$ cat src/rtl/dmem_pkg.sv
`default_nettype none
// ============================================================================
// Module      : dmem_pkg
// Description : Shared types and constants for the memory-stage controller.
// Revision    : 1.0 - initial release
// ============================================================================
package dmem_pkg;

    typedef enum logic [1:0] {
        IDLE = 2'd0,
        REQ  = 2'd1,
        DONE = 2'd2
    } state_t;

    // Big-endian lane order: byte 0 of the word lives on the MSB lane.
    localparam logic [3:0] BE_WORD = 4'b1111;
    localparam logic [3:0] BE_B0   = 4'b1000;
    localparam logic [3:0] BE_B1   = 4'b0100;
    localparam logic [3:0] BE_B2   = 4'b0010;
    localparam logic [3:0] BE_B3   = 4'b0001;

    localparam int DEFAULT_TIMEOUT = 255;

endpackage
`default_nettype wire

$ cat src/rtl/dmem_byte_lane.sv
`default_nettype none
// ============================================================================
// Module      : dmem_byte_lane
// Description : Byte-enable decode and store-data lane replication.
// Revision    : 1.0 - initial release
// ============================================================================
module dmem_byte_lane
    import dmem_pkg::*;
(
    input  logic [1:0]  i_addr_lo,
    input  logic        i_byte,
    input  logic [31:0] i_wdata,
    output logic [3:0]  o_be,
    output logic [31:0] o_wdata
);

    always_comb begin
        o_be    = BE_WORD;
        o_wdata = i_wdata;
        if (i_byte) begin
            o_wdata = {4{i_wdata[7:0]}};
            case (i_addr_lo)
                2'd0:    o_be = BE_B0;
                2'd1:    o_be = BE_B1;
                2'd2:    o_be = BE_B2;
                default: o_be = BE_B3;
            endcase
        end
    end

endmodule
`default_nettype wire

$ cat src/rtl/dmem_stage.sv
`default_nettype none
// ============================================================================
// Module      : dmem_stage
// Description : M-stage access controller driving a req/ack data memory.
//               Optional one-entry posted-write buffer: DMEM_STORE_BUFFER_EN.
// Revision    : 1.0 - initial release
// ============================================================================
module dmem_stage
    import dmem_pkg::*;
#(
    parameter int ADDR_W  = 32,
    parameter int DATA_W  = 32,
    parameter int TIMEOUT = DEFAULT_TIMEOUT
) (
    input  logic              clk,
    input  logic              reset,
    input  logic              MemReadM,
    input  logic              MemWriteM,
    input  logic              ByteM,
    input  logic [ADDR_W-1:0] ALUOutM,
    input  logic [DATA_W-1:0] WriteDataM,
    output logic [DATA_W-1:0] ReadData,
    output logic              StallM,
    output logic              MemErrM,
    output logic              mem_req,
    output logic              mem_we,
    output logic [ADDR_W-1:0] mem_addr,
    output logic [DATA_W-1:0] mem_wdata,
    output logic [3:0]        mem_be,
    input  logic              mem_ack,
    input  logic [DATA_W-1:0] mem_rdata
);

    localparam int CNT_W = $clog2(TIMEOUT + 1);

    state_t             r_state;
    logic [CNT_W-1:0]   r_cnt;
    logic               w_access;
    logic               w_timeout;
    logic               w_drain;
    logic               w_post;
    logic [3:0]         w_be;
    logic [DATA_W-1:0]  w_wdata;

    assign w_access  = MemReadM | MemWriteM;
    assign w_timeout = (r_cnt == CNT_W'(TIMEOUT - 1));

    dmem_byte_lane u_byte_lane (
        .i_addr_lo (ALUOutM[1:0]),
        .i_byte    (ByteM),
        .i_wdata   (WriteDataM),
        .o_be      (w_be),
        .o_wdata   (w_wdata)
    );

`ifdef DMEM_STORE_BUFFER_EN
    // Set while the in-flight access is a posted store the pipeline has left.
    logic r_drain;

    always_ff @(posedge clk) begin
        if (reset) begin
            r_drain <= 1'b0;
        end else if (r_state == IDLE && w_access) begin
            r_drain <= MemWriteM;
        end else if (r_state == REQ && (mem_ack || w_timeout)) begin
            r_drain <= 1'b0;
        end
    end

    assign w_drain = r_drain;
    assign w_post  = MemWriteM;
`else
    assign w_drain = 1'b0;
    assign w_post  = 1'b0;
`endif

    always_comb begin
        StallM = 1'b0;
        case (r_state)
            IDLE:    StallM = w_access & ~w_post;
            REQ:     StallM = w_drain ? w_access : 1'b1;
            default: StallM = 1'b0;
        endcase
    end

    always_ff @(posedge clk) begin
        if (reset) begin
            r_state   <= IDLE;
            r_cnt     <= '0;
            ReadData  <= '0;
            MemErrM   <= 1'b0;
            mem_req   <= 1'b0;
            mem_we    <= 1'b0;
            mem_addr  <= '0;
            mem_wdata <= '0;
            mem_be    <= 4'b0000;
        end else begin
            MemErrM <= 1'b0;
            case (r_state)
                IDLE: begin
                    r_cnt <= '0;
                    if (w_access) begin
                        mem_req   <= 1'b1;
                        mem_we    <= MemWriteM;
                        mem_addr  <= {ALUOutM[ADDR_W-1:2], 2'b00};
                        mem_wdata <= w_wdata;
                        mem_be    <= w_be;
                        r_state   <= REQ;
                    end
                end
                REQ: begin
                    r_cnt <= r_cnt + 1'b1;
                    if (mem_ack) begin
                        mem_req <= 1'b0;
                        if (!mem_we) begin
                            ReadData <= mem_rdata;
                        end
                        r_state <= w_drain ? IDLE : DONE;
                    end else if (w_timeout) begin
                        mem_req <= 1'b0;
                        MemErrM <= 1'b1;
                        if (!mem_we) begin
                            ReadData <= '0;
                        end
                        r_state <= w_drain ? IDLE : DONE;
                    end
                end
                DONE: begin
                    r_cnt   <= '0;
                    r_state <= IDLE;
                end
                default: r_state <= IDLE;
            endcase
        end
    end

endmodule
`default_nettype wire

$ cat config.mk
export PLATFORM = sky130hd
export DESIGN_NAME = dmem_stage
export DESIGN_NICKNAME = d
export VERILOG_FILES = /design/src/rtl/dmem_pkg.sv /design/src/rtl/dmem_byte_lane.sv /design/src/rtl/dmem_stage.sv
export SDC_FILE = /design/constraint.sdc
export NUM_CORES = 1
export LEC_CHECK = 0
export ABC_AREA = 1
export BUFFER_PORTS_ARGS = -buffer_cell sky130_fd_sc_hd__buf_2
export CAP_MARGIN = 10
export CORE_ASPECT_RATIO = 0.9
export CORE_MARGIN = 10
export CORE_UTILIZATION = 48
export DETAILED_ROUTE_END_ITERATION = 10
export PLACE_DENSITY = 0.8
export SYNTH_ARGS = -nofsm -noshare
export SYNTH_HDL_FRONTEND = slang
export SYNTH_HIERARCHICAL = 1
export SYNTH_SLANG_ARGS = --single-unit
export TNS_END_PERCENT = 10
$ cat constraint.sdc
create_clock -name clk -period 1.86 [get_ports clk]
set_input_delay 0.372 -clock clk [delete_from_list [all_inputs] [get_ports clk]]
set_output_delay 0.372 -clock clk [all_outputs]
set_load 0.01 [all_outputs]
==> results of run 1 <==
[worst min-delay path: stages]
cell and delay, ns:
sky130_fd_sc_hd__buf_2 0.07, sky130_fd_sc_hd__nor2_1 0.03, sky130_fd_sc_hd__nor2_1 0.08
[synthesized netlist by cell type (all sizes together)]
cell type	count
conb	1
o22ai	1
inv	79
a21oi	7
dfxtp	111
clkbuf	20
clkinv	1
ha	2
or2	1
buf	32
nand4	26
nor3	2
nand3	1
xor2	1
nand2	176
nor2	183
o21ai	74
[registers in the layout (all words and copies together) (netlist names)]
signal / cells
r_cnt: 8
ReadData: 32
mem_be: 4
mem_req: 1
mem_wdata: 32
r_state: 2
MemErrM: 1
mem_addr: 30
mem_we: 1
[power by group]
part / switching [mW] / internal, mW / leakage [nW] / total (mW)
combinational: 0.786 / 0.486 / 2.32 / 1.27
clock: 0.821 / 0.761 / 0.102 / 1.58
sequential: 0.119 / 2.62 / 0.916 / 2.74
[final cells by class]
| type | count | share of cell area, % |
|---|---|---|
| sequential | 111 | 36.6 |
| multi-input combinational | 477 | 33.6 |
| timing repair buffer | 212 | 18.6 |
| inverter | 80 | 4.94 |
| tap | 126 | 2.59 |
| clock buffer | 9 | 2.04 |
| clock inverter | 7 | 1.59 |
[metal layers]
metal  track usage (%)  wire length, um
met3              7.69             1300
met4              6.75              286
met5                 0                0
met1              21.6             5900
met2              29.8             6740
[logic make-up (layout without fill, tap and decap cells)]
kind of cell / Yosys count / after routing
AOI/OAI and AO/OA: 82 / 82
other: 1 / 2
xor gates and xnor gates: 1 / 1
adders and majority gates: 2 / 2
and+or+nand+nor: 389 / 390
buffers and inverters: 132 / 308
DFF: 111 / 111
[timing repair]
item,CTS,global route
resized for setup,0,1
endpoints found under the hold margin,0,0
hold buffers,0,0
setup endpoints to repair,0,32
setup buffers,0,0
[metrics by stage]
step                hold WS, ns  worst slack, ns
floorplan                 0.426            0.526
global placement          0.438            0.158
detailed placement        0.438            0.104
CTS                       0.191           0.0539
global route              0.195           0.0181
finish                    0.217            0.121
[worst paths after layout]
kind               startpoint           end
setup reg to reg     r_cnt[0]  ReadData[16]
setup / recovery   r_state[1]        StallM
hold / removal    ALUOutM[16]  mem_addr[16]
hold reg to reg      r_cnt[4]      r_cnt[4]
==> summary by stage, run 1 <==
Place
The placer's final routability congestion estimate is 0.886. After detailed placement, the total cell area comes to 5840 um^2. The wire-length estimate of the detail-placed layout is around 10000 um.

During placement, the flow inserted port buffers numbering ~200. The number of placed instances with taps included is approximately 1000.

Final layout
The number of standard cells in the layout, taps in and fillers out is 1022. Registers take between 2000 and 2500 um^2. The number of antenna diodes in the final layout is 0.

The number of fill cells in the layout is a little over 900. Compared with the post-synthesis result, the final layout area differs by 25.4%. The post-route core utilization is 62.4%.

Leaving out fill and tap cells, the most frequent cell in the layout is sky130_fd_sc_hd__buf_2. The final instance area is roughly 6100 um^2. The net count reported at finish is ~1000. The multi-input combinational cells in the finished layout cover a total of 2040 um^2. The layout cell share with drive strength beyond 1 is 26.8%.

The library cells used most frequently in the layout, excluding fill and tap cells, are sky130_fd_sc_hd__buf_2, sky130_fd_sc_hd__nor2_1, sky130_fd_sc_hd__nand2_1, sky130_fd_sc_hd__dfxtp_1, sky130_fd_sc_hd__inv_1.

Floorplanning
Pin placement for this block handled 206 I/O pins. The floorplan step defined a die boundary enclosing 14500 um^2. The width of the die is 126 um. Row generation in the floorplan step produced 34 rows. For this configuration, the core starts out at a cell density of between 40% and 50%.

The floorplan step defined a core boundary enclosing 9740 um^2. The die is about 120 um tall.

Synthesis
The cell area that synthesis handed to floorplanning was 4850 um^2. The number of warnings printed during yosys synthesis is 6. The synthesized netlist devotes about 8.5% of its cell area to compound gates. After synthesis, the cell types taking the most area are sky130_fd_sc_hd__dfxtp_1, sky130_fd_sc_hd__nor2_1, sky130_fd_sc_hd__nand2_1. The synthesized netlist cell count is roughly 700.

The synthesized netlist devotes 0.181% of its cell area to XOR and XNOR gates. After Yosys synthesis, and, or, nand and nor cells account for 32.5% of the synthesized area. The flip-flop and latch count after synthesis is 111. Of the total synthesized cell area, the portion taken by full adders, half adders and majority gates is less than 1%. After synthesis, the largest area contributor takes up 45.9% of total cell area. Multiplexer cells account for 0% of the synthesized area.

The mean instance size in the synthesized netlist is between 6 and 7 um^2. After synthesis, the largest family of logic cells by area is simple AND/OR/NAND/NOR gates. Sequential cells were found to cover approximately 46% of the synthesized design area.

The count of unique library cells instantiated by Yosys is 26. Summed over all instances, the cell type with the most area after synthesis is sky130_fd_sc_hd__dfxtp_1.

Power
The leakage dissipation is approximately 3.3 nW. Dividing total power by cell area gives a power density of between 900 and 1000 nW/um^2. Total power for the finished layout comes to 5.59 mW.

The worst voltage drop across the vdd grid is 0.000553 V.

Worst setup path
The signal on the critical path passes through inv_2 -> nand2_2 -> o21ai_0 -> buf_2. The worst setup slack for register-to-register paths is 0.20 ns. The largest single stage delay on the critical path is roughly 0.53 ns. The category of the worst setup path launch point is a flop. The worst path required time is roughly 1.5 ns. The category of cells accounting for the largest share of critical-path delay is flip-flops. The type of the setup path with the least slack is reg -> out.

Data on the critical path arrives at its endpoint at ~1.4 ns. For this design, the slowest cell found on the critical path is sky130_fd_sc_hd__dfxtp_1. Of all nets on the critical path, the largest fanout is 8. The worst setup path is captured at an output pin. The critical path crosses 4 cells after its start point.

The critical path contains buffers and inverters numbering 2 combined. Counting cells, the worst reg-to-reg path comes to 10.

Drt
The vias per cell is 4.67. The final layout contains routed wiring with a total length of roughly 14000 um. The iteration-0 DRC count of the detailed router is about 420. Summing over every cut layer, the via total after detailed routing is 4772.

The first-pass detailed-route iteration total is 6. The DRC violation count after routing is 0. The routed length per instance is 13.9 um. The final antenna-violating net count is 0.

Timing
After layout, the minimum clock period comes to ~1.7 ns. Adding up every negative setup slack in the final design gives 0 ns. Based on the critical path, the design can be clocked at up to ~0.58 GHz.

Setup violations remaining at the end of the flow were counted as 0. Setup repair after global routing left no endpoint under its margin. The number of max-slew violations in the final report came to 0. The final clock skew is around 0.0076 ns. The hold violation count in the final report is 0. The final worst-path cycle share is 93.5%.

Clocking
TritonCTS built the clock tree. Clock-pin slew was measured on the worst setup and hold paths at ~0.10 ns. The largest buffer count on any clock path is 2.

The H-tree depth is 3. The clock latency on the worst-skew pair is about 0.37 ns. Buffers inserted during clock tree synthesis total 9. The cell at the root of the clock tree is sky130_fd_sc_hd__clkbuf_8. The number of clock sinks seen by CTS is 111.

GRT
The remaining global-route overflow is 0. Entering global routing, the biggest net connects 60 pins. The number of antenna violations at the first check in global routing is 0. The wire length of the first global-routing pass is 22300 um.

The via count of the first global-routing pass is roughly 4600. The overall global routing resource usage is a little under a fifth.

Run
The number of maximum-capacitance constraint violations is 0.

Min path
The number of cells on the worst hold path is 3. The worst hold path belongs to the class in -> reg.

Status
The flow ran to the end, and the final reports show no timing, DRC or antenna violations.
Power figures use the tool's default switching activity.
==> run 2, diff against run 1 <==
==> constraint.sdc (replaced) <==
create_clock -name clk -period 1.85 [get_ports clk]
set_input_delay 0.37 -clock clk [delete_from_list [all_inputs] [get_ports clk]]
set_output_delay 0.37 -clock clk [all_outputs]
set_load 0.01 [all_outputs]
==> run 2 against run 1 <==
Against the previous run:
- sequential cell count unchanged
- setup slack better by 0.034 ns
- total power rose by 3.2%
- utilization grew 0.44 points
- critical path depth did not move
- sequential power about the same
- combinational power about the same
- first-iteration DRC count down 11%
- register-to-register slack better by 0.06 ns
- largest cell class unchanged
- largest power group unchanged
- clock skew about the same
- cell area is 0.70% higher
- highest routed layer unchanged
- global-route usage increased by 0.15 points
==> summary by stage, run 2 (synthesized netlist as in run 1, its figures left out) <==
Status
The flow ran to the end, and the final reports show no timing, DRC or antenna violations.

Power
The design internal power is approximately 4.0 mW. The share of total power dissipated in sequential elements is 47.7%. The ratio of total power to cell area is between 900 and 1000 nW/um^2. In this run, the clock network consumes 30.0% of the power. The net switching power is roughly 1.7 mW. The power after layout is about 5.8 mW.

The worst voltage drop across the vdd grid is 0.000658 V. Net switching is approximately 30% of the power. Combinational logic is responsible for 22.3% of the overall power.

The leakage dissipation is ~3.4 nW.

GRT
After global routing the overflow that remains totals 0. Entering global routing, the biggest net connects a little under 60 pins. The first global-routing pass estimated 22600 um of wire. The via count of the first global-routing pass came to 4612. The number of antenna violations at the first check in global routing is 0. The overall global routing resource usage is 18.6%.

Final layout
The net count reported at finish is around 1000. The top cell types in the final layout, fill and taps aside, are sky130_fd_sc_hd__buf_2, sky130_fd_sc_hd__nor2_1, sky130_fd_sc_hd__nand2_1, sky130_fd_sc_hd__dfxtp_1, sky130_fd_sc_hd__inv_1. The largest registers in the layout are ReadData (32), mem_wdata (32), mem_addr (30). The synthesis-to-layout area growth is 26.3%. The antenna cell count is 0. The post-route core utilization is 62.8%. The layout cell share with drive strength beyond 1 is about 27%.

The most common cell after layout, fill and taps aside is sky130_fd_sc_hd__buf_2.

Floorplanning
Once the floorplan was initialized, standard cells occupied roughly half of the core. Measured along the x axis, the die boundary spans ~130 um. The floorplan has 34 rows. The die covers roughly 15000 um^2.

From bottom edge to top edge, the die measures ~120 um. The floorplan core area is just under 10000 um^2. The number of I/O pins is a little over 200.

Worst setup path
The worst path required time is roughly 1.5 ns. The critical path arrival is roughly 1.3 ns. The maximum cell stage delay along the critical path is between 0.5 and 0.6 ns. STA classifies the critical path startpoint as a flop. The critical path goes through inv_2 -> nand2_2 -> o21ai_0 -> buf_2. The largest driver fanout on the critical path is 8. The critical path endpoint category is an output pin. By startpoint and endpoint, the worst setup path is classified as reg -> out. The cell with the biggest individual delay on the critical path is sky130_fd_sc_hd__dfxtp_1.

Timing
Setup slack on the critical path of the routed design comes to 0.155 ns. The final worst-path cycle share is between 90 and 100%. On the final layout, the worst clock skew is 0.00731 ns.

Setup repair after global routing left no endpoint under its margin. Setup violations remaining at the end of the flow were counted as 0. The hold violation count in the final report is 0. The sum of negative setup slack is 0 ns. Static timing analysis puts the maximum clock frequency at 0.590 GHz. The number of max-slew violations in the final report was 0. Across all hold checks on the routed design, the worst slack comes to roughly 0.22 ns. Counting I/O delays and the setup requirement, the final critical path takes about 1.7 ns.

Clocking
In this run, post-CTS hold repair placed 0 buffers. The largest buffer count on any clock path is 2. The clock buffer count from CTS is 9.

The clock latency on the worst-skew pair is between 0.3 and 0.4 ns. The clock-pin transition on the worst setup and hold timing paths is about 0.11 ns. The H-tree depth is 3. The number of clock sinks seen by CTS is between 100 and 150.

TritonCTS built the clock tree. The cell at the root of the clock tree is sky130_fd_sc_hd__clkbuf_8.

Drt
In the routed design, unresolved DRC markers number 0. The final antenna-violating net count is 0. The first TritonRoute pass finished after 5 iterations. The iteration-0 DRC count of the detailed router is roughly 370.

The routed length per instance is 14.1 um. The vias per cell is 4.78. The total vias in the final route is ~4900. For this block, the routed nets add up to ~14000 um of wire.

Min path
The class of the most critical hold timing path is in -> reg.

Place
Before CTS, the worst setup slack after placement is about 0.14 ns. The sum of net half-perimeters after detailed placement is roughly 11000 um. Port buffering added 203 buffers. At the end of routability-driven placement, the weighted congestion stood at between 0.8 and 0.9.

Run
Max-cap violations in this run came to 0.
[run 2: changes by cell type in the layout (fill, tap and decap cells not counted), sizes merged]
cell,previous run,this run
buf,212,216
clkinv,2,5
clkinvlp,3,0
inv,80,79
bufinv,2,3
[run 2: repair_timing]
action	CTS	global route
hold endpoints to repair	0	0
endpoints found under the setup margin	0	32
setup buffers	0	0
gates resized for setup	0	1
[run 2: power groups by stage]
stage | Clock (mW) | Sequential, mW | Combinational (mW)
final | 1.73 | 2.76 | 1.29
after global routing | 1.87 | 2.79 | 1.46
after CTS | 1.77 | 2.76 | 1.29
after detailed placement | 0 | 2.80 | 1.29
after global placement | 0 | 2.80 | 1.27
after floorplan | 0 | 2.91 | 0.656
[run 2: critical path, delay by kind of cell (launching register included)]
family	cells	cell delay (ns)
AND/OR/NAND/NOR	1	0.10
buffers and inverters	2	0.24
AO/OA/AOI/OAI	1	0.10
flip-flops	1	0.52
[run 2: worst paths after layout]
kind	slack, ns	end	cells past startpoint	from
worst min register to register	0.47	r_cnt[4]	2	r_cnt[4]
worst max register to register	0.26	ReadData[10]	10	r_cnt[0]
worst min-delay path	0.22	mem_addr[30]	3	ALUOutM[30]
worst max-delay path	0.15	StallM	4	r_state[1]
[run 2: metal layers]
metal | wire length [um] | GRT usage (%) | share of wire (%)
met5 | 0 | 0 | 0
met3 | 1460 | 8.33 | 10
met1 | 5830 | 21.1 | 40
met4 | 318 | 5.84 | 2.2
met2 | 6830 | 30.8 | 47
[run 2: layout make-up]
cell class | count | area [um^2]
Multi-Input combinational cell | 477 | 2040
Fill cell | 912 | 3620
Tap cell | 126 | 158
Inverter | 80 | 300
Sequential cell | 111 | 2220
Clock buffer | 9 | 124
Timing Repair Buffer | 216 | 1150
Clock inverter | 7 | 121
[run 2: through the flow]
step                      cells  cell area (um^2)
after floorplan             719              4850
after global placement     1009              5860
after detailed placement   1009              5860
after CTS                  1025              6100
after global routing       1026              6120
final                      1026              6120
